--- config.mk ---
export PLATFORM = sky130hd
export DESIGN_NAME = fb_write_arbiter_flat
export DESIGN_NICKNAME = d
export VERILOG_FILES = /design/src/rtl/fb_write_arbiter_if.sv /design/src/rtl/fb_write_arbiter.sv /design/src/flat_wrapper.sv
export SDC_FILE = /design/constraint.sdc
export NUM_CORES = 1
export LEC_CHECK = 0
export ABC_AREA = 1
export BUFFER_PORTS_ARGS = -buffer_cell sky130_fd_sc_hd__clkbuf_2
export CAP_MARGIN = 20
export CORE_AREA = 8 8 101 103
export DETAILED_ROUTE_END_ITERATION = 12
export DIE_AREA = 0 0 109 111
export PLACE_DENSITY = 0.79
export SLEW_MARGIN = 5
export SYNTH_ARGS = -nofsm -noshare
export SYNTH_HDL_FRONTEND = slang
export SYNTH_SLANG_ARGS = --single-unit
export TNS_END_PERCENT = 100
--- constraint.sdc ---
create_clock -name CLOCK_50 -period 2.4 [get_ports CLOCK_50]
set_clock_uncertainty 0.15 [all_clocks]
set_input_delay 0.24 -clock CLOCK_50 [delete_from_list [all_inputs] [get_ports CLOCK_50]]
set_output_delay 0.24 -clock CLOCK_50 [all_outputs]
set_load 0.05 [all_outputs]
--- src/rtl/fb_write_arbiter_if.sv ---
// Bus bundle for fb_write_arbiter: two pixel requesters, clear control and the
// frame-buffer write port. master = requester/buffer side, slave = arbiter.
interface fb_write_arbiter_if #(
    parameter int COORD_W = 11,
    parameter int DATA_W  = 8
);
    logic               a_valid;
    logic               a_ready;
    logic [COORD_W-1:0] a_x;
    logic [COORD_W-1:0] a_y;
    logic [DATA_W-1:0]  a_data;

    logic               b_valid;
    logic               b_ready;
    logic [COORD_W-1:0] b_x;
    logic [COORD_W-1:0] b_y;
    logic [DATA_W-1:0]  b_data;

    logic               clear_start;
    logic [DATA_W-1:0]  clear_value;
    logic               clear_busy;
    logic               clear_done;

    logic               fb_write_enable;
    logic [DATA_W-1:0]  fb_data_in;
    logic [COORD_W-1:0] fb_data_in_x;
    logic [COORD_W-1:0] fb_data_in_y;
    logic [15:0]        drop_count;

    modport master (
        output a_valid, a_x, a_y, a_data,
        output b_valid, b_x, b_y, b_data,
        output clear_start, clear_value,
        input  a_ready, b_ready, clear_busy, clear_done,
        input  fb_write_enable, fb_data_in, fb_data_in_x, fb_data_in_y, drop_count
    );

    modport slave (
        input  a_valid, a_x, a_y, a_data,
        input  b_valid, b_x, b_y, b_data,
        input  clear_start, clear_value,
        output a_ready, b_ready, clear_busy, clear_done,
        output fb_write_enable, fb_data_in, fb_data_in_x, fb_data_in_y, drop_count
    );
endinterface

--- src/rtl/fb_write_arbiter.sv ---
// Frame-buffer write-port arbiter: A (capture) over B (draw) plus a full-raster clear sweep.
// Optional macro FB_ARB_STARVE_GUARD_EN forces a B grant after STARVE_LIMIT consecutive A wins.
module fb_write_arbiter #(
    parameter int H_RES        = 640,
    parameter int V_RES        = 480,
    parameter int COORD_W      = 11,
    parameter int DATA_W       = 8,
    parameter int STARVE_LIMIT = 16
) (
    input  logic             CLOCK_50,
    input  logic             reset,
    fb_write_arbiter_if.slave bus
);
    typedef enum logic [0:0] {ARB, CLEAR} state_t;

    state_t             state_reg;
    logic [COORD_W-1:0] clr_x_reg;
    logic [COORD_W-1:0] clr_y_reg;
    logic [DATA_W-1:0]  clr_val_reg;
    logic               fb_we_reg;
    logic [DATA_W-1:0]  fb_data_reg;
    logic [COORD_W-1:0] fb_x_reg;
    logic [COORD_W-1:0] fb_y_reg;
    logic               clear_done_reg;
    logic [15:0]        drop_count_reg;

    logic               in_arb;
    logic               starve_force;
    logic               a_fire;
    logic               b_fire;
    logic [COORD_W-1:0] sel_x;
    logic [COORD_W-1:0] sel_y;
    logic [DATA_W-1:0]  sel_data;
    logic               sel_in_range;

    // Readies stay low while reset is held so nothing is handshaken during reset.
    assign in_arb   = (state_reg == ARB) && !reset;
    assign a_fire   = bus.a_valid && bus.a_ready;
    assign b_fire   = bus.b_valid && bus.b_ready;
    assign sel_x    = a_fire ? bus.a_x    : bus.b_x;
    assign sel_y    = a_fire ? bus.a_y    : bus.b_y;
    assign sel_data = a_fire ? bus.a_data : bus.b_data;
    assign sel_in_range = (sel_x < COORD_W'(H_RES)) && (sel_y < COORD_W'(V_RES));

    assign bus.a_ready = in_arb && !bus.clear_start && !starve_force;
    assign bus.b_ready = in_arb && !bus.clear_start && (!bus.a_valid || starve_force);

`ifdef FB_ARB_STARVE_GUARD_EN
    localparam int CNT_W = $clog2(STARVE_LIMIT + 1);
    logic [CNT_W-1:0] starve_cnt_reg;

    assign starve_force = (starve_cnt_reg == CNT_W'(STARVE_LIMIT)) && bus.a_valid && bus.b_valid;

    // Counts only contended cycles that A wins; any other ARB cycle restarts the streak.
    always_ff @(posedge CLOCK_50) begin
        if (reset) begin
            starve_cnt_reg <= '0;
        end else if (state_reg == ARB && !bus.clear_start && bus.a_valid && bus.b_valid) begin
            starve_cnt_reg <= starve_force ? '0 : starve_cnt_reg + 1'b1;
        end else begin
            starve_cnt_reg <= '0;
        end
    end
`else
    assign starve_force = 1'b0;
`endif

    always_ff @(posedge CLOCK_50) begin
        if (reset) begin
            state_reg      <= ARB;
            clr_x_reg      <= '0;
            clr_y_reg      <= '0;
            clr_val_reg    <= '0;
            fb_we_reg      <= 1'b0;
            fb_data_reg    <= '0;
            fb_x_reg       <= '0;
            fb_y_reg       <= '0;
            clear_done_reg <= 1'b0;
            drop_count_reg <= '0;
        end else begin
            fb_we_reg      <= 1'b0;
            clear_done_reg <= 1'b0;
            case (state_reg)
                ARB: begin
                    if (bus.clear_start) begin
                        clr_val_reg <= bus.clear_value;
                        clr_x_reg   <= '0;
                        clr_y_reg   <= '0;
                        state_reg   <= CLEAR;
                    end else if (a_fire || b_fire) begin
                        if (sel_in_range) begin
                            fb_we_reg   <= 1'b1;
                            fb_data_reg <= sel_data;
                            fb_x_reg    <= sel_x;
                            fb_y_reg    <= sel_y;
                        end else if (drop_count_reg != 16'hFFFF) begin
                            drop_count_reg <= drop_count_reg + 16'd1;
                        end
                    end
                end
                CLEAR: begin
                    fb_we_reg   <= 1'b1;
                    fb_data_reg <= clr_val_reg;
                    fb_x_reg    <= clr_x_reg;
                    fb_y_reg    <= clr_y_reg;
                    if (clr_x_reg == COORD_W'(H_RES - 1)) begin
                        clr_x_reg <= '0;
                        if (clr_y_reg == COORD_W'(V_RES - 1)) begin
                            state_reg      <= ARB;
                            clear_done_reg <= 1'b1;
                        end else begin
                            clr_y_reg <= clr_y_reg + 1'b1;
                        end
                    end else begin
                        clr_x_reg <= clr_x_reg + 1'b1;
                    end
                end
                default: state_reg <= ARB;
            endcase
        end
    end

    assign bus.fb_write_enable = fb_we_reg;
    assign bus.fb_data_in      = fb_data_reg;
    assign bus.fb_data_in_x    = fb_x_reg;
    assign bus.fb_data_in_y    = fb_y_reg;
    assign bus.clear_busy      = (state_reg == CLEAR);
    assign bus.clear_done      = clear_done_reg;
    assign bus.drop_count      = drop_count_reg;
endmodule

--- src/flat_wrapper.sv ---
// flat-port wrapper written by rule: the top's interface ports become plain ports
module fb_write_arbiter_flat 
#(
    parameter int H_RES        = 640,
    parameter int V_RES        = 480,
    parameter int COORD_W      = 11,
    parameter int DATA_W       = 8,
    parameter int STARVE_LIMIT = 16
)
  (CLOCK_50, reset, bus_a_valid, bus_a_x, bus_a_y, bus_a_data, bus_b_valid, bus_b_x, bus_b_y, bus_b_data, bus_clear_start, bus_clear_value, bus_a_ready, bus_b_ready, bus_clear_busy, bus_clear_done, bus_fb_write_enable, bus_fb_data_in, bus_fb_data_in_x, bus_fb_data_in_y, bus_drop_count);
  fb_write_arbiter_if #(.COORD_W(COORD_W), .DATA_W(DATA_W)) bus_i ();
  input  logic CLOCK_50;
  input  logic reset;
  input wire logic [$bits(bus_i.a_valid)-1:0] bus_a_valid;
  input wire logic [$bits(bus_i.a_x)-1:0] bus_a_x;
  input wire logic [$bits(bus_i.a_y)-1:0] bus_a_y;
  input wire logic [$bits(bus_i.a_data)-1:0] bus_a_data;
  input wire logic [$bits(bus_i.b_valid)-1:0] bus_b_valid;
  input wire logic [$bits(bus_i.b_x)-1:0] bus_b_x;
  input wire logic [$bits(bus_i.b_y)-1:0] bus_b_y;
  input wire logic [$bits(bus_i.b_data)-1:0] bus_b_data;
  input wire logic [$bits(bus_i.clear_start)-1:0] bus_clear_start;
  input wire logic [$bits(bus_i.clear_value)-1:0] bus_clear_value;
  output wire logic [$bits(bus_i.a_ready)-1:0] bus_a_ready;
  output wire logic [$bits(bus_i.b_ready)-1:0] bus_b_ready;
  output wire logic [$bits(bus_i.clear_busy)-1:0] bus_clear_busy;
  output wire logic [$bits(bus_i.clear_done)-1:0] bus_clear_done;
  output wire logic [$bits(bus_i.fb_write_enable)-1:0] bus_fb_write_enable;
  output wire logic [$bits(bus_i.fb_data_in)-1:0] bus_fb_data_in;
  output wire logic [$bits(bus_i.fb_data_in_x)-1:0] bus_fb_data_in_x;
  output wire logic [$bits(bus_i.fb_data_in_y)-1:0] bus_fb_data_in_y;
  output wire logic [$bits(bus_i.drop_count)-1:0] bus_drop_count;
  assign bus_i.a_valid = bus_a_valid;
  assign bus_i.a_x = bus_a_x;
  assign bus_i.a_y = bus_a_y;
  assign bus_i.a_data = bus_a_data;
  assign bus_i.b_valid = bus_b_valid;
  assign bus_i.b_x = bus_b_x;
  assign bus_i.b_y = bus_b_y;
  assign bus_i.b_data = bus_b_data;
  assign bus_i.clear_start = bus_clear_start;
  assign bus_i.clear_value = bus_clear_value;
  assign bus_a_ready = bus_i.a_ready;
  assign bus_b_ready = bus_i.b_ready;
  assign bus_clear_busy = bus_i.clear_busy;
  assign bus_clear_done = bus_i.clear_done;
  assign bus_fb_write_enable = bus_i.fb_write_enable;
  assign bus_fb_data_in = bus_i.fb_data_in;
  assign bus_fb_data_in_x = bus_i.fb_data_in_x;
  assign bus_fb_data_in_y = bus_i.fb_data_in_y;
  assign bus_drop_count = bus_i.drop_count;
  fb_write_arbiter #(.H_RES(H_RES), .V_RES(V_RES), .COORD_W(COORD_W), .DATA_W(DATA_W), .STARVE_LIMIT(STARVE_LIMIT)) u_core (.CLOCK_50(CLOCK_50), .reset(reset), .bus(bus_i));
endmodule
## Word level (Yosys, flattened, before mapping)

Index checks and enable logic that the tools add are counted.

| cells by class | value |
|---|---|
| muxes and demuxes | 30 |
| add/subtract/negate cells | 3 |
| reduce and logical (&&, ||, !) cells | 15 |
| $lt $le $gt $ge | 2 |
| bitwise operators | 4 |
| eq/ne operators | 9 |

Operators with widths:

| operator | count |
|---|---|
| $mux W11 | 12 |
| $pmux W11 S2 | 4 |
| $mux W8 | 4 |
| $add A11 B1 Y11 const B | 2 |
| $add A16 B1 Y16 const B | 1 |
| $ne A16 B16 Y1 const B | 1 |
| $pmux W8 S2 | 1 |
| $eq A11 B10 Y1 const B | 1 |
| $eq A11 B9 Y1 const B | 1 |
| $lt A11 B10 Y1 const B | 1 |
| $lt A11 B9 Y1 const B | 1 |
| $ne A2 B2 Y1 const B | 5 |
| $mux W1 | 7 |
| $logic_and A1 B1 Y1 | 6 |
| $reduce_and A3 Y1 | 2 |
| $reduce_and A5 Y1 | 1 |
| $not A1 Y1 | 4 |
| $pmux W1 S2 | 2 |
| $logic_not A1 Y1 | 3 |
| $reduce_or A3 Y1 | 1 |
| $ne A2 B1 Y1 const B | 1 |
| $reduce_and A2 Y1 | 1 |
| $logic_or A1 B1 Y1 | 1 |

| storage, ports and cells | value |
|---|---|
| register bits after elaboration | 79 |
| bits of input ports | 73 |
| logic and storage cells | 73 |
| output and inout port bits | 51 |

## Logic depth before layout (Yosys ltp)

Gate-level depths: netlist (run 1).

| depth | value |
|---|---|
| depth after elaboration | 11 |
| gate-level depth with buffers | 15 |
| depth with buffers taken out | 12 |

## Least setup slack after synthesis (run 1)

Ideal clock, no wire load.

| path | value |
|---|---|
| path kind | register -> register |
| start point | register u_core.drop_count_reg[0] (netlist: u_core.bus.drop_count[0]) |
| end point | register u_core.drop_count_reg[1] (netlist: u_core.bus.drop_count[1]) |
| buffers on the path | 1 |
| clock period less this slack | 2.298 ns |
| setup time | 0.116 ns |
| slack | 0.102 ns |
| data required time | 2.134 ns |
| stages on the path, launching flop included | 12 |
| data arrival time | 2.032 ns |
| cells stage by stage | dfxtp_1 -> ha_1 -> nand2_1 -> nor3b_2 -> nand3_1 -> o21ai_1 -> inv_1 -> nand2_4 -> inv_4 -> buf_6 -> nor2_1 -> nor2_1 |

| on the way | value |
|---|---|
| longest elaborated chain between the ends | 2 |
| elaborated cells on any way between the ends | 3 |
| classes of those cells | add/sub (1); eq/ne (1); reduce/logical (1) |

Ends and longest elaborated chain:

| item | RTL line | RTL |
|---|---|---|
| start, declared | fb_write_arbiter.sv:25 | `logic [15:0] drop_count_reg;` |
| start signal, assigned | fb_write_arbiter.sv:97 | `drop_count_reg <= drop_count_reg + 16'd1;` |
| parallel branches: the longest is 2 deep, another holds $add A16 B1 Y16 | -- |  |

Parallel ways; which one is timed is not known.
A chain may end at the register's enable or synchronous reset.

## Worst setup path after layout (run 1)

| path | value |
|---|---|
| start point | register u_core.clr_x_reg[0] |
| end point | register u_core.clr_y_reg[4] |

| on the way | value |
|---|---|
| longest elaborated chain between the ends | 3 |

Ends and longest elaborated chain:

| item | RTL line | RTL |
|---|---|---|
| start, declared | fb_write_arbiter.sv:17 | `logic [COORD_W-1:0] clr_x_reg;` |
| start signal, assigned | fb_write_arbiter.sv:115 | `clr_x_reg <= clr_x_reg + 1'b1;` |
| $eq A11 B10 Y1 | fb_write_arbiter.sv:106 | `if (clr_x_reg == COORD_W'(H_RES - 1)) begin` |
| $ne A2 B2 Y1 (no source line) | -- |  |
| $reduce_and A3 Y1 (no source line) | -- |  |
| end signal, assigned | fb_write_arbiter.sv:112 | `clr_y_reg <= clr_y_reg + 1'b1;` |
| end, declared | fb_write_arbiter.sv:18 | `logic [COORD_W-1:0] clr_y_reg;` |

No other way between the ends.

==> impl_metrics.py, run 1 <==
metrics = {
    "outcome": {
        "run_status": "finished, final reports clean",
    },
    "pwr": {
        "power_frac_clock_pct": 36.4,
        "total_switching_power_mw": 0.918,
        "power_switching_share_pct": 30.1,
        "peakVddDrop_mv": 0.293,
        "internal_power_mw": 2.13,
        "total_leakage_power_nw": 2.48,
        "power_density_nw_per_um2": 558,
        "comb_power_share_pct": 18.3,
        "power_mw": 3.05,
        "pwr-share-seq_pct": 45.3,
    },
    "route": {
        "detail-route-antenna-nets": 0,
        "drt_first_pass_iters": 5,
        "route.vias.total": 4929,
        "wirelength_mm": 13.7,
        "route.detailed.drc": 0,
        "first_iter_violations": 461,
        "post_drt_wl_per_cell_um": 15.2,
        "post_drt_via_cell_ratio": 5.48,
    },
    "yosys": {
        "synth_enable_flop_cells": 0,
        "synthTopCellsByArea": "sky130_fd_sc_hd__dfxtp_1 36%, sky130_fd_sc_hd__nand2_1 13%, sky130_fd_sc_hd__nand3_1 7.0%",
        "syn_nets": 743,
        "post-synth-top-area-cell": "sky130_fd_sc_hd__dfxtp_1",
        "synth_async_sr_flop_share_pct": 0,
        "fraction_of_post_synthesis_cell_area_in_the_top_cell_type_by_area_pct": 35.6,
        "dominantRegCellSynth": "sky130_fd_sc_hd__dfxtp_1",
        "most_instantiated_library_cell_after_synthesis": "sky130_fd_sc_hd__nand2_1",
        "ys_ff_latch": 79,
        "synthTopCellsByCount": "149 x sky130_fd_sc_hd__nand2_1, 79 x sky130_fd_sc_hd__dfxtp_1, 65 x sky130_fd_sc_hd__nor2_1",
        "synthCells": 667,
        "postSynthAreaPerCell_um2": 6.66,
        "synth.cell_area_um2": 4440,
        "synthDistinctLibCells": 37,
        "yosys_warnings": 0,
        "register_area_share_after_synthesis_pct": 35.6,
    },
    "final_layout": {
        "largest_reg_flops": 16,
        "fin_nets": 863,
        "drive_above_1_share_pct": 22.0,
        "multi_input_area_um2": 2410,
        "regArea_um2": 1580,
        "final_core_utilization_pct": 63.9,
        "diodes": 0,
        "flow.area_growth_from_synthesis_pct": 23.0,
        "num-fill-cells": 759,
    },
    "global_route": {
        "number_of_global_route_vias_before_repair": 4549,
        "grt_start_max_net_pins": 47,
        "gr-usage-all-layers_pct": 21.6,
        "grt_pass1_wl_mm": 21.7,
        "globalRouteOverflowTotal": 0,
        "antenna_found_initial": 0,
    },
    "cts": {
        "cts.htree.levels": 3,
        "cts-resized-gates": 0,
        "clock_sink_count": 79,
        "clk_latency_worst_skew_pair_ns": 0.36,
        "cts.root.buffer_cell": "sky130_fd_sc_hd__clkbuf_8",
        "cts_buffers": 9,
        "tritoncts_clock_tree": "yes",
        "cts.reportedPaths.clkPinSlew_ns": 0.08,
        "maximum_buffer_depth_of_the_clock_tree": 2,
    },
    "setup_path": {
        "crit_required_ns": 2.50,
        "path_class": "flop to flop",
        "cp_num_cells": 11,
        "critical_path.cell_chain": "ha_1 > nand2_1 > nor2_1 > nand2_1 > nor2_1 > nand3_1 > nor2_1 > nor2_1 > buf_4 > nor3_1 > nor3_1",
        "family_with_the_most_delay_on_the_worst_path": "simple AND/OR/NAND/NOR gates",
        "crit_path_start_kind": "flop",
        "slowest_delay_ns": 0.39,
        "cp.arrival_ns": 2.31,
        "cpMostUsedCell": "sky130_fd_sc_hd__nor2_1",
        "critical_path.endpoint_type": "flop",
        "critical_path_peak_fanout": 7,
        "timing.reg2reg.worst_path_depth": 11,
        "worstPathBufferInverterCount": 1,
        "cpMaxStageDelayCell": "sky130_fd_sc_hd__dfxtp_1",
    },
    "hold_path": {
        "min_path_type": "primary input to flop",
        "holdPathStages": 4,
    },
    "placement": {
        "dp_hpwl_mm": 9.91,
        "gp_routability_congestion": 0.904,
        "pre_cts_ws_ns": 0.221,
        "io_buffers": 123,
    },
    "floorplanning": {
        "die_height_um": 111,
        "die-area_um2": 12100,
        "top_level_ports": 124,
        "placement_rows": 34,
        "die_x_um": 109,
        "initial_cell_density_of_the_core_pct": 52.0,
        "core_um2": 8550,
    },
    "sta": {
        "grt_setup_unrepaired": "true",
        "drv_slew": 0,
        "fmax_ghz": 0.454,
        "min_period_over_period_pct": 91.8,
        "final_period_minus_worst_setup_slack_ns": 2.20,
        "layout_setup_ws_ns": 0.198,
        "tightestPinTransition_ns": 0.566,
        "timing.slew.headroom_pct": 61.9,
        "setup_viol": 0,
        "report.final.hold_viol_count": 0,
    },
    "run": {
        "max_cap_viol_count": 0,
    },
}
## kinds of logic after synthesis
kind of cell    after synthesis  share of synthesized area, %
xor+xnor                     19                          3.74
simple gates                333                          33.7
flops                        79                          35.6
fa+ha+maj                     3                         0.845
buf+inv                     105                          10.3
compound gates              128                          15.9
## layer usage
metal	track usage, %	vias up	routed length [µm]
met1	27.7	2251	5790
met3	4.19	27	1120
met2	34.8	212	6460
met5	0	-	0
li1	-	2439	-
met4	7.49	0	284
## layout by cell type, fill, tap and decap left out, types with 5 or more instances in the layout
cell type                       count
sky130_fd_sc_hd__clkbuf_2         121
sky130_fd_sc_hd__dfxtp_1           79
sky130_fd_sc_hd__or2_2             10
sky130_fd_sc_hd__nand4_1           22
sky130_fd_sc_hd__o21ai_0           38
sky130_fd_sc_hd__xor2_1            15
sky130_fd_sc_hd__a21o_1            10
sky130_fd_sc_hd__buf_4             14
sky130_fd_sc_hd__clkbuf_8           9
sky130_fd_sc_hd__nor2_1            65
sky130_fd_sc_hd__a21oi_1           59
sky130_fd_sc_hd__o22ai_1            5
sky130_fd_sc_hd__inv_1             64
sky130_fd_sc_hd__nand2_1          149
sky130_fd_sc_hd__o211ai_1          10
sky130_fd_sc_hd__nand3_1           62
sky130_fd_sc_hd__nor3_1            13
sky130_fd_sc_hd__dlygate4sd3_1      8
## area by class of cell
type | count | area share, %
multi-input cells | 483 | 44.0
flip-flops and latches | 79 | 28.9
repair buffers | 147 | 15.9
inverters | 67 | 4.65
well taps | 108 | 2.47
clock buffers | 10 | 2.33
clock inverters | 6 | 1.69
## worst paths after layout
check	startpoint	endpoint	slack [ns]
hold reg to reg	u_core.bus.fb_data_in[4]	u_core.bus.fb_data_in[4]	0.34
setup / recovery	u_core.clr_x_reg[0]	u_core.clr_y_reg[4]	0.20
setup reg to reg	u_core.clr_x_reg[0]	u_core.clr_y_reg[4]	0.20
hold / removal	bus_clear_start	u_core.clr_x_reg[0]	0.12
## power by group through the flow
| stage | Combinational, mW | Clock (mW) | Sequential (mW) |
|---|---|---|---|
| floorplan | 0.267 | 0 | 1.51 |
| global placement | 0.529 | 0 | 1.41 |
| detailed placement | 0.540 | 0 | 1.41 |
| CTS | 0.554 | 1.12 | 1.38 |
| global route | 0.603 | 1.17 | 1.39 |
| finish | 0.557 | 1.11 | 1.38 |
## through the flow
stage          cell area [µm²]  hold WS, ns  setup TNS [ns]  cells
2_1_floorplan             4440        0.225               0    667
3_3_place_gp              5170        0.312               0    876
3_5_place_dp              5170        0.324               0    876
4_1_cts                   5470        0.117               0    900
5_1_grt                   5470        0.138         -0.0571    900
6_report                  5470        0.119               0    900
## tightest hold or removal path, delay by kind of cell
kind                   cells  cell delay [ns]
buffers and inverters      1             0.15
AND/OR/NAND/NOR            2             0.14
AO/OA/AOI/OAI              1             0.06
## repair_timing
action                                 4_1_cts  5_1_grt
hold buffers                                 8        0
setup endpoints to repair                    0        2
setup buffers                                0        0
endpoints found under the hold margin        8        0
No activity file was read; power rests on OpenSTA's default activity.
==> run 2: changes to the inputs <==
- PLACE_DENSITY: 0.79 -> unset
- PLACE_DENSITY_LB_ADDON: unset -> 0.05
==> impl_metrics.py, run 2 (same netlist as run 1, synthesis figures left out) <==
metrics = {
    "outcome": {
        "run_status": "finished, final reports clean",
    },
    "global_route": {
        "globalRouteOverflowTotal": 0,
        "number_of_global_route_vias_before_repair": 4431,
        "grt_pass1_wl_mm": 22.0,
        "antenna_found_initial": 0,
        "gr-usage-all-layers_pct": 22.3,
        "grt_start_max_net_pins": 47,
    },
    "setup_path": {
        "cp.arrival_ns": 2.33,
        "slowest_delay_ns": 0.38,
        "family_with_the_most_delay_on_the_worst_path": "simple AND/OR/NAND/NOR gates",
        "worstPathBufferInverterCount": 1,
        "cpMaxStageDelayCell": "sky130_fd_sc_hd__dfxtp_1",
        "crit_required_ns": 2.53,
        "critical_path.endpoint_type": "flop",
        "critical_path_peak_fanout": 6,
        "path_class": "flop to flop",
        "crit_path_start_kind": "flop",
        "critical_path.cell_chain": "ha_1 > nand2_1 > nor2_1 > nand2_1 > nor2_1 > nand3_1 > o21ai_2 > buf_4 > nand4_1 > a21oi_1",
    },
    "pwr": {
        "internal_power_mw": 1.97,
        "power_density_nw_per_um2": 523,
        "pwr-share-seq_pct": 48.4,
        "power_frac_clock_pct": 32.1,
        "total_leakage_power_nw": 2.51,
        "peakVddDrop_mv": 0.305,
        "comb_power_share_pct": 19.5,
        "total_switching_power_mw": 0.886,
        "power_switching_share_pct": 31.0,
    },
    "final_layout": {
        "diodes": 0,
        "flow.area_growth_from_synthesis_pct": 22.9,
        "largest_reg_flops": 16,
        "mostFrequentLayoutCells": "149 x sky130_fd_sc_hd__nand2_1, 121 x sky130_fd_sc_hd__clkbuf_2, 78 x sky130_fd_sc_hd__dfxtp_1",
        "multi_input_area_um2": 2420,
        "fin_nets": 868,
        "num-fill-cells": 823,
        "regArea_um2": 1580,
        "final_area_um2": 5460,
        "final_core_utilization_pct": 63.9,
        "drive_above_1_share_pct": 22.6,
        "most_common_library_cell_in_the_layout_ignoring_fill_and_taps": "sky130_fd_sc_hd__nand2_1",
        "layout.cells.non_filler": 905,
    },
    "floorplanning": {
        "top_level_ports": 124,
        "die_height_um": 111,
        "die_x_um": 109,
        "core_um2": 8550,
        "die-area_um2": 12100,
        "initial_cell_density_of_the_core_pct": 52.0,
        "placement_rows": 34,
    },
    "cts": {
        "cts.htree.levels": 3,
        "post-cts-setup-buffer-count": 0,
        "clk_latency_worst_skew_pair_ns": 0.36,
        "maximum_buffer_depth_of_the_clock_tree": 2,
        "clock_sink_count": 79,
        "tritoncts_clock_tree": "yes",
        "cts_buffers": 9,
        "cts.reportedPaths.clkPinSlew_ns": 0.09,
        "cts.root.buffer_cell": "sky130_fd_sc_hd__clkbuf_8",
    },
    "route": {
        "route.detailed.drc": 0,
        "post_drt_wl_per_cell_um": 15.4,
        "wirelength_mm": 13.9,
        "post_drt_via_cell_ratio": 5.38,
        "route.vias.total": 4865,
        "drt_first_pass_iters": 5,
        "first_iter_violations": 409,
        "detail-route-antenna-nets": 0,
    },
    "sta": {
        "fmax_ghz": 0.455,
        "finalSetupTns_ns": 0,
        "tightestPinTransition_ns": 0.624,
        "grt_setup_unrepaired": "false",
        "drv_slew": 0,
        "report.final.hold_viol_count": 0,
        "setup_viol": 0,
        "timing.slew.headroom_pct": 58.0,
        "min_period_over_period_pct": 91.6,
        "final_period_minus_worst_setup_slack_ns": 2.20,
    },
    "placement": {
        "placedInstanceArea_um2": 5190,
        "post_placement_cell_count": 881,
        "dp_hpwl_mm": 10.4,
        "io_buffers": 123,
        "gp_routability_congestion": 0.921,
    },
    "run": {
        "max_cap_viol_count": 0,
    },
    "hold_path": {
        "min_path_type": "primary input to flop",
    },
}
run 2: changes by cell type in the layout (fill, tap and decap cells not counted), sizes merged:
| cell | delta |
|---|---|
| buf | +5 |
| bufinv | -2 |
| clkbuf | +3 |
| clkinv | +2 |
| clkinvlp | -1 |
| inv | -2 |
run 2: power by group through the flow:
stage / logic (mW) / registers [mW] / clock network (mW)
floorplan: 0.267 / 1.51 / 0
global placement: 0.536 / 1.41 / 0
detailed placement: 0.542 / 1.41 / 0
CTS: 0.554 / 1.38 / 0.928
global route: 0.605 / 1.39 / 0.999
finish: 0.557 / 1.38 / 0.916
run 2: worst reg2reg max path: cells and delay by family (launching register included):
| kind | cells | cell delay [ns] |
|---|---|---|
| buffers and inverters | 1 | 0.17 |
| DFF | 1 | 0.38 |
| adders and majority gates | 1 | 0.21 |
| and+or+nand+nor | 6 | 0.84 |
| AOI/OAI and AO/OA | 2 | 0.38 |
run 2: final cells by class:
type	count	area share [%]
Clock buffer	13	2.91
Clock inverter	3	0.321
Inverter	67	4.65
Multi-Input combinational cell	483	44.2
Sequential cell	79	29.0
Tap cell	108	2.47
Timing Repair Buffer	152	16.5
run 2: what timing repair did:
item | in CTS | in global routing
endpoints found under the setup margin | 0 | 11
hold buffers | 8 | 0
hold endpoints to repair | 8 | 0
gates resized for setup | 0 | 3
run 2: layer usage:
metal | vias to the layer above | share of wire (%) | track usage (%)
met5 | - | 0 | 0
met3 | 19 | 7.3 | 4.53
met1 | 2236 | 45 | 30.8
li1 | 2447 | - | -
met4 | 0 | 1.6 | 5.75
met2 | 163 | 46 | 34.0
run 2: metrics by stage:
step	setup slack [ns]	hold slack, ns	power, mW
after floorplan	0.102	0.225	1.78
after global placement	0.150	0.310	1.95
after detailed placement	0.0897	0.320	1.95
after CTS	0.159	0.197	2.86
after global routing	0.0170	0.216	2.99
final	0.201	0.195	2.86
run 2: path summary, 6_finish.rpt:
check | from | to | slack, ns | cells past startpoint
worst max-delay path | u_core.clr_x_reg[0] | u_core.clr_y_reg[6] | 0.20 | 10
worst min-delay path | bus_b_x[4] | u_core.bus.fb_data_in_x[4] | 0.20 | 5
worst max register to register | u_core.clr_x_reg[0] | u_core.clr_y_reg[6] | 0.20 | 10
worst min register to register | u_core.bus.fb_data_in_x[1] | u_core.bus.fb_data_in_x[1] | 0.33 | 2
